## config.mk

```make
export PLATFORM = sky130hd
export DESIGN_NAME = qpu_ifu_ifetch_mo
export DESIGN_NICKNAME = d
export VERILOG_FILES = /design/src/rtl/qpu_ifu_pkg.sv /design/src/rtl/qpu_sync_fifo.sv /design/src/rtl/qpu_ifu_ifetch_mo.sv
export SDC_FILE = /design/constraint.sdc
export NUM_CORES = 1
export LEC_CHECK = 0
export BUFFER_PORTS_ARGS = -buffer_cell sky130_fd_sc_hd__buf_4
export CAP_MARGIN = 20
export CELL_PAD_IN_SITES_DETAIL_PLACEMENT = 2
export CELL_PAD_IN_SITES_GLOBAL_PLACEMENT = 2
export CORE_ASPECT_RATIO = 1.1
export CORE_UTILIZATION = 40
export DETAILED_ROUTE_END_ITERATION = 16
export PLACE_DENSITY_LB_ADDON = 0.2
export SYNTH_ARGS = -nofsm -noshare
export SYNTH_HDL_FRONTEND = slang
export SYNTH_SLANG_ARGS = --single-unit
export TNS_END_PERCENT = 10
```

## constraint.sdc

```tcl
create_clock -name clk -period 8.45 [get_ports clk]
set_input_delay 0.845 -clock clk [delete_from_list [all_inputs] [get_ports clk]]
set_output_delay 0.845 -clock clk [all_outputs]
set_load 0.005 [all_outputs]
```

## src/rtl/qpu_ifu_pkg.sv

```systemverilog
// Shared types and helpers for the QPU instruction fetch unit.
package qpu_ifu_pkg;

  localparam int unsigned PcWDef    = 32;
  localparam int unsigned InstrWDef = 32;

  typedef struct packed {
    logic [InstrWDef-1:0] instr;
    logic [PcWDef-1:0]    pc;
  } ibuf_entry_t;

  // Bits needed to hold a count in the range 0..n.
  function automatic int unsigned cnt_w(input int unsigned n);
    return $clog2(n + 1);
  endfunction

endpackage

```

## src/rtl/qpu_sync_fifo.sv

```systemverilog
// Synchronous FIFO with clear and occupancy count; clear wins over push/pop.
module qpu_sync_fifo
  import qpu_ifu_pkg::*;
#(
  parameter int unsigned Width = 32,
  parameter int unsigned Depth = 4
) (
  input  logic                      clk_i,
  input  logic                      rst_i,
  input  logic                      clr_i,
  input  logic                      push_i,
  input  logic [Width-1:0]          wdata_i,
  input  logic                      pop_i,
  output logic [Width-1:0]          rdata_o,
  output logic                      empty_o,
  output logic [cnt_w(Depth)-1:0]   count_o
);

  localparam int unsigned CntW = cnt_w(Depth);
  localparam int unsigned PtrW = (Depth > 1) ? $clog2(Depth) : 1;

  logic [Width-1:0] mem_q [Depth];
  logic [PtrW-1:0]  wptr_q, wptr_d, rptr_q, rptr_d;
  logic [CntW-1:0]  cnt_q, cnt_d;
  logic             do_push, do_pop;

  function automatic logic [PtrW-1:0] ptr_inc(input logic [PtrW-1:0] p);
    return (p == PtrW'(Depth - 1)) ? '0 : p + PtrW'(1);
  endfunction

  assign do_push = push_i & (cnt_q != CntW'(Depth));
  assign do_pop  = pop_i & (cnt_q != '0);

  always_comb begin
    wptr_d = wptr_q;
    rptr_d = rptr_q;
    cnt_d  = cnt_q;
    if (clr_i) begin
      wptr_d = '0;
      rptr_d = '0;
      cnt_d  = '0;
    end else begin
      if (do_push) wptr_d = ptr_inc(wptr_q);
      if (do_pop)  rptr_d = ptr_inc(rptr_q);
      cnt_d = cnt_q + CntW'(do_push) - CntW'(do_pop);
    end
  end

  always_ff @(posedge clk_i) begin
    if (rst_i) begin
      wptr_q <= '0;
      rptr_q <= '0;
      cnt_q  <= '0;
    end else begin
      wptr_q <= wptr_d;
      rptr_q <= rptr_d;
      cnt_q  <= cnt_d;
    end
  end

  always_ff @(posedge clk_i) begin
    if (do_push && !clr_i && !rst_i) mem_q[wptr_q] <= wdata_i;
  end

  assign rdata_o = mem_q[rptr_q];
  assign empty_o = (cnt_q == '0);
  assign count_o = cnt_q;

endmodule

```

## src/rtl/qpu_ifu_ifetch_mo.sv

```systemverilog
// Multi-outstanding sequential instruction fetch with credit-based issue,
// precise flush (stale responses dropped by count) and halt handshake.
module qpu_ifu_ifetch_mo
  import qpu_ifu_pkg::*;
#(
  parameter int unsigned PC_W       = PcWDef,
  parameter int unsigned INSTR_W    = InstrWDef,
  parameter int unsigned MAX_OUTS   = 4,
  parameter int unsigned IBUF_DEPTH = 4,
  parameter int unsigned PC_INCR    = 4
) (
  input  logic               clk,
  input  logic               rst,
  input  logic [PC_W-1:0]    pc_rtvec,
  output logic               ifu_req_valid,
  input  logic               ifu_req_ready,
  output logic [PC_W-1:0]    ifu_req_pc,
  input  logic               ifu_rsp_valid,
  output logic               ifu_rsp_ready,
  input  logic [INSTR_W-1:0] ifu_rsp_instr,
  output logic               ifu_o_valid,
  input  logic               ifu_o_ready,
  output logic [INSTR_W-1:0] ifu_o_ir,
  output logic [PC_W-1:0]    ifu_o_pc,
  input  logic               pipe_flush_req,
  input  logic [PC_W-1:0]    pipe_flush_pc,
  input  logic               ifu_halt_req,
  output logic               ifu_halt_ack,
  output logic [PC_W-1:0]    inspect_pc
);

  localparam int unsigned OutsW = cnt_w(MAX_OUTS);
  localparam int unsigned IbW   = cnt_w(IBUF_DEPTH);

  logic [PC_W-1:0]  pc_q, pc_d;
  logic [OutsW-1:0] outs_q, outs_d, drop_q, drop_d;
  logic             halt_ack_q, halt_ack_d;

  logic             req_hs, rsp_hs, ibuf_push, ibuf_pop;
  logic [PC_W-1:0]  pcq_head;
  logic             pcq_empty, ibuf_empty;
  logic [OutsW-1:0] pcq_cnt;
  logic [IbW-1:0]   ibuf_cnt;
  ibuf_entry_t      ibuf_wentry, ibuf_head;

  // Credit: every in-flight request already owns a buffer slot.
  assign ifu_req_valid = ~rst & ~pipe_flush_req & ~ifu_halt_req
                       & (32'(outs_q) < MAX_OUTS)
                       & ((32'(outs_q) + 32'(ibuf_cnt)) < IBUF_DEPTH);
  assign ifu_req_pc    = pc_q;
  assign req_hs        = ifu_req_valid & ifu_req_ready;

  assign ifu_rsp_ready = ~rst;
  assign rsp_hs        = ifu_rsp_valid & ~rst;
  assign ibuf_push     = rsp_hs & ~pipe_flush_req & (drop_q == '0);

  assign ifu_o_valid   = ~ibuf_empty & ~pipe_flush_req & ~rst;
  assign ibuf_pop      = ifu_o_valid & ifu_o_ready;
  assign ifu_o_ir      = ibuf_head.instr;
  assign ifu_o_pc      = ibuf_head.pc;

  assign ibuf_wentry.instr = ifu_rsp_instr;
  assign ibuf_wentry.pc    = pcq_head;

  assign ifu_halt_ack = halt_ack_q;
  assign inspect_pc   = pc_q;

  always_comb begin
    pc_d       = pc_q;
    drop_d     = drop_q;
    outs_d     = outs_q + OutsW'(req_hs) - OutsW'(rsp_hs);
    halt_ack_d = ifu_halt_req & (outs_q == '0);
    if (pipe_flush_req) begin
      pc_d   = {pipe_flush_pc[PC_W-1:1], 1'b0};
      // Everything still outstanding after this cycle is stale.
      drop_d = outs_q - OutsW'(rsp_hs);
    end else begin
      if (req_hs) pc_d = pc_q + PC_W'(PC_INCR);
      if (rsp_hs && drop_q != '0) drop_d = drop_q - OutsW'(1);
    end
  end

  always_ff @(posedge clk) begin
    if (rst) begin
      pc_q       <= pc_rtvec;
      outs_q     <= '0;
      drop_q     <= '0;
      halt_ack_q <= 1'b0;
    end else begin
      pc_q       <= pc_d;
      outs_q     <= outs_d;
      drop_q     <= drop_d;
      halt_ack_q <= halt_ack_d;
    end
  end

  qpu_sync_fifo #(
    .Width (PC_W),
    .Depth (MAX_OUTS)
  ) u_pc_queue (
    .clk_i   (clk),
    .rst_i   (rst),
    .clr_i   (1'b0),
    .push_i  (req_hs),
    .wdata_i (pc_q),
    .pop_i   (rsp_hs),
    .rdata_o (pcq_head),
    .empty_o (pcq_empty),
    .count_o (pcq_cnt)
  );

  qpu_sync_fifo #(
    .Width ($bits(ibuf_entry_t)),
    .Depth (IBUF_DEPTH)
  ) u_ibuf (
    .clk_i   (clk),
    .rst_i   (rst),
    .clr_i   (pipe_flush_req),
    .push_i  (ibuf_push),
    .wdata_i (ibuf_wentry),
    .pop_i   (ibuf_pop),
    .rdata_o (ibuf_head),
    .empty_o (ibuf_empty),
    .count_o (ibuf_cnt)
  );

  always_ff @(posedge clk) begin
    if (!rst) begin
      assert (!(ifu_rsp_valid && outs_q == '0));
      assert (drop_q <= outs_q);
      assert (pcq_cnt == outs_q);
      assert (pcq_empty == (outs_q == '0));
    end
  end

endmodule
```

==> reports/qor.log <==
INFO  clock_network  clock-root-buffer=clkbuf_16
INFO  logic_synthesis post_synthesis_mean_instance_area=19.7µm²
INFO  drt            dr_vias=9074
INFO  logic_synthesis synth_async_sr_flop_share=0%
INFO  power          seq_power_share=52.2%
INFO  worst_setup_path r2r.worst_path.cells=7
INFO  sta            slew_violations=0
INFO  floorplanning  die_width=201µm
INFO  logic_synthesis synth_compound_gate_area_share=2.44%
INFO  clock_network  post_cts_resized=0
INFO  sta            worst_clock_skew=0.0165ns
INFO  power          comb_power_share=8.6%
INFO  power          p_per_area=236nW/µm²
INFO  clock_network  cts_inserted_buffers=47
INFO  floorplanning  boundaryPins=235
INFO  hold_path      hp-class=input port to flip-flop
INFO  finish         num_antenna_cells=0
INFO  floorplanning  design.core.area=43200µm²
INFO  finish         nNetsFinal=1244
INFO  logic_synthesis seq_area_frac_synth=74.3%
INFO  finish         share_of_layout_cells_above_drive_strength_1=37.4%
INFO  place          placedCellCount=1640
INFO  clock_network  cts.reportedPaths.clkPinSlew=0.06ns
INFO  worst_setup_path crit_fanout=36
INFO  logic_synthesis flop_and_latch_count_out_of_synthesis=441
INFO  floorplanning  die_area=44600µm²
INFO  logic_synthesis post-synth-top-count-cell=edfxtp_1
INFO  sta            final.setup.tns=0ns
INFO  clock_network  cts-htree-levels=2
INFO  clock_network  cts.sinks=441
INFO  worst_setup_path required_arrival_time_at_the_worst_endpoint=7.61ns
INFO  sta            fin_crit_sh=44.3%
INFO  logic_synthesis synth.top_cells.by_count=edfxtp_1, mux4_2, buf_4, nand2_1, nor2_1
INFO  drt            wl_met1=18800µm
INFO  sta            period_minus_slack=3.74ns
INFO  drt            postRouteAntennaNets=0
INFO  drt            drt_pass1_iterations=4
INFO  power          power.switching=1.13mW
INFO  drt            highest_routing_layer_actually_used=met4
INFO  drt            average_via_count_per_standard_cell=5.26
INFO  logic_synthesis synth_area_leaders=edfxtp_1, mux4_2, dfxtp_1
INFO  grt            antenna_found_initial=0
INFO  finish         instances_no_fill=1724
INFO  worst_setup_path crit_buf_inv=2
INFO  place          port_buffer_count=233
INFO  sta            setup_viol=0
INFO  clock_network  clock_tree_from_tritoncts=built
INFO  logic_synthesis synthDominantAreaCellType=edfxtp_1
INFO  drt            dr_wl_met3=2000µm
INFO  grt            grt_pass1_vias=10225
INFO  power          clockPowerShare=39.3%
INFO  clock_network  clockBufferDepth=3
INFO  hold_path      hold_depth=1
INFO  logic_synthesis postSynth.topFlopCell=edfxtp_1
INFO  place          globalplace.congestion=0.703
INFO  logic_synthesis syn-instance-count=890
INFO  power          sw_frac_of_total=22.7%
INFO  sta            hold_viol_final=0
INFO  clock_network  cts_post_setup_buffers_inserted=0
INFO  worst_setup_path cp-start-kind=flip-flop
INFO  drt            initial_detailed_routing_violation_count=546
INFO  finish         fill_cells=3987
INFO  logic_synthesis netlist_area=17500µm²
INFO  finish         register_area=13000µm²
INFO  floorplanning  floorplan.rows=80
INFO  sta            timing.max_slew.rel_slack=32.1%
INFO  clock_network  cts_hold_bufs=0
INFO  worst_setup_path critical_path.cell_chain=buf_4, mux4_2, buf_4
INFO  drt            post-route-drc-count=0
INFO  worst_setup_path path_delay_family=buffers and inverters
INFO  logic_synthesis post_synth_xor_area_fraction=1.65%
INFO  drt            wl_met2=22100µm
INFO  sta            rsz0062_at_grt=no
INFO  clock_network  worst_skew_pair.late_latency=0.56ns
INFO  power          peakVddDrop=0.000117V
INFO  finish         area_growth_syn_to_layout=20.6%
INFO  sta            fin_hold_ws=0.485ns
INFO  finish         multi_input_comb_area=4050µm²
INFO  logic_synthesis muxShareOfSynthArea=12.8%
INFO  logic_synthesis synth_top_family_by_area=multiplexers
INFO  sta            max_slew.worst_pin.slew=1.02ns
INFO  logic_synthesis synth-adder-area-share=1.99%
INFO  logic_synthesis netlist-cell-type-count=51
INFO  run            drv.max_cap_violation_count=0
INFO  worst_setup_path critPathKind=flip-flop to output pin
INFO  floorplanning  initial_core_util=40.5%
INFO  grt            grt_start_max_net_pins=60
INFO  worst_setup_path critPathSlowestCell=buf_4
INFO  drt            drt_wl_total=43500µm
INFO  floorplanning  die_height=221µm
INFO  sta            maxClockFrequency=267MHz
INFO  worst_setup_path slowest_delay=0.75ns
INFO  worst_setup_path crit_path_frequent_cell=buf_4
INFO  outcome        outcome=finished clean
INFO  worst_setup_path critical_path.endpoint_type=output pin
INFO  grt            groute.usage.overall=19.9%
INFO  worst_setup_path cp.depth=3
INFO  logic_synthesis synthesized_area_fraction_occupied_by_and_or_nand_nor_cells=4.16%
INFO  place          dp_hpwl=27300µm
INFO  drt            route.detailed.wl_per_inst=25.2µm
INFO  logic_synthesis number_of_synthesized_flops_with_an_enable_pin=416
INFO  logic_synthesis synthesized_net_count=1019
INFO  power          total_leakage_power=7.17nW
INFO  grt            wire_length_of_the_first_global_routing_pass=65800µm
INFO  worst_setup_path critPathArrivalTime=2.89ns
INFO  logic_synthesis synth-warning-count=0
INFO  grt            grt_overflow=0
INFO  power          p_int=3.85mW
INFO  logic_synthesis synthDominantCellAreaShare=71.4%
-- routing by layer --
layer,GRT usage (%),vias up
met5,0,-
met4,4.33,0
met3,3.89,53
met2,34.2,272
met1,26.2,4757
li1,-,3992
-- power by group through the flow --
stage / sequential [mW] / clock, mW / combinational (mW)
floorplan: 2.60 / 0 / 0.267
global placement: 2.64 / 0 / 0.410
detailed placement: 2.65 / 0 / 0.433
CTS: 2.60 / 2.00 / 0.436
global route: 2.61 / 2.08 / 0.466
finish: 2.60 / 1.95 / 0.425
-- per-stage QoR --
step           power, mW  instance area, µm²  util (%)  setup WS [ns]
6_report            4.97               21100      48.8           4.71
5_1_grt             5.15               21100      48.8           4.41
4_1_cts             5.04               21100      48.8           4.57
3_5_place_dp        3.08               19700      45.5           4.37
3_3_place_gp        3.05               19700      45.5           4.44
2_1_floorplan       2.86               17500         -           4.92
-- flip-flops by register name (all words and copies together) (netlist names), 3 cells and up, named ones only --
name                flops
ifu_req_pc             32
outs_q                  3
drop_q                  3
u_pc_queue.count_o      3
u_ibuf.mem_q          256
u_pc_queue.mem_q      128
u_ibuf.count_o          3
-- path summary, 6_finish.rpt --
check                           slack, ns         startpoint                   to
worst max-delay path                 4.71          flip-flop          ifu_o_pc[8]
worst min register to register       0.50   u_ibuf.rptr_q[0]            flip-flop
worst min-delay path                 0.49  ifu_rsp_instr[13]  u_ibuf.mem_q[0][45]
worst max register to register       5.37          drop_q[0]  u_ibuf.mem_q[0][25]
-- layout by cell type, fill, tap and decap left out, drive strengths merged, types with 16 or more instances in the layout --
cell    synthesis  layout
edfxtp        416     416
buf            48     243
mux4           96      96
clkbuf         19      59
nand2          32      32
nor2           27      27
dfxtp          25      25
ha             23      23
inv            21      22
o21ai          22      22
clkinv          0      21
xor2           18      18
a21oi          16      16
nand3          16      16
-- logic make-up (layout without fill, tap and decap cells) --
family                   Yosys count  after routing
AND/OR/NAND/NOR                  129            129
adder cells (fa/ha/maj)           26             26
buffers and inverters             88            348
AO/OA/AOI/OAI                     69             69
XOR/XNOR                          33             33
multiplexers                     104            104
flip-flops                       441            441
-- layout make-up --
cell class	instances	area share [%]
multi-input cells	361	19.2
flip-flops and latches	441	61.6
inverters	21	0.373
repair buffers	243	8.64
clock buffers	59	5.88
well taps	574	3.40
clock inverters	25	0.889
Power figures use the tool's default switching activity.
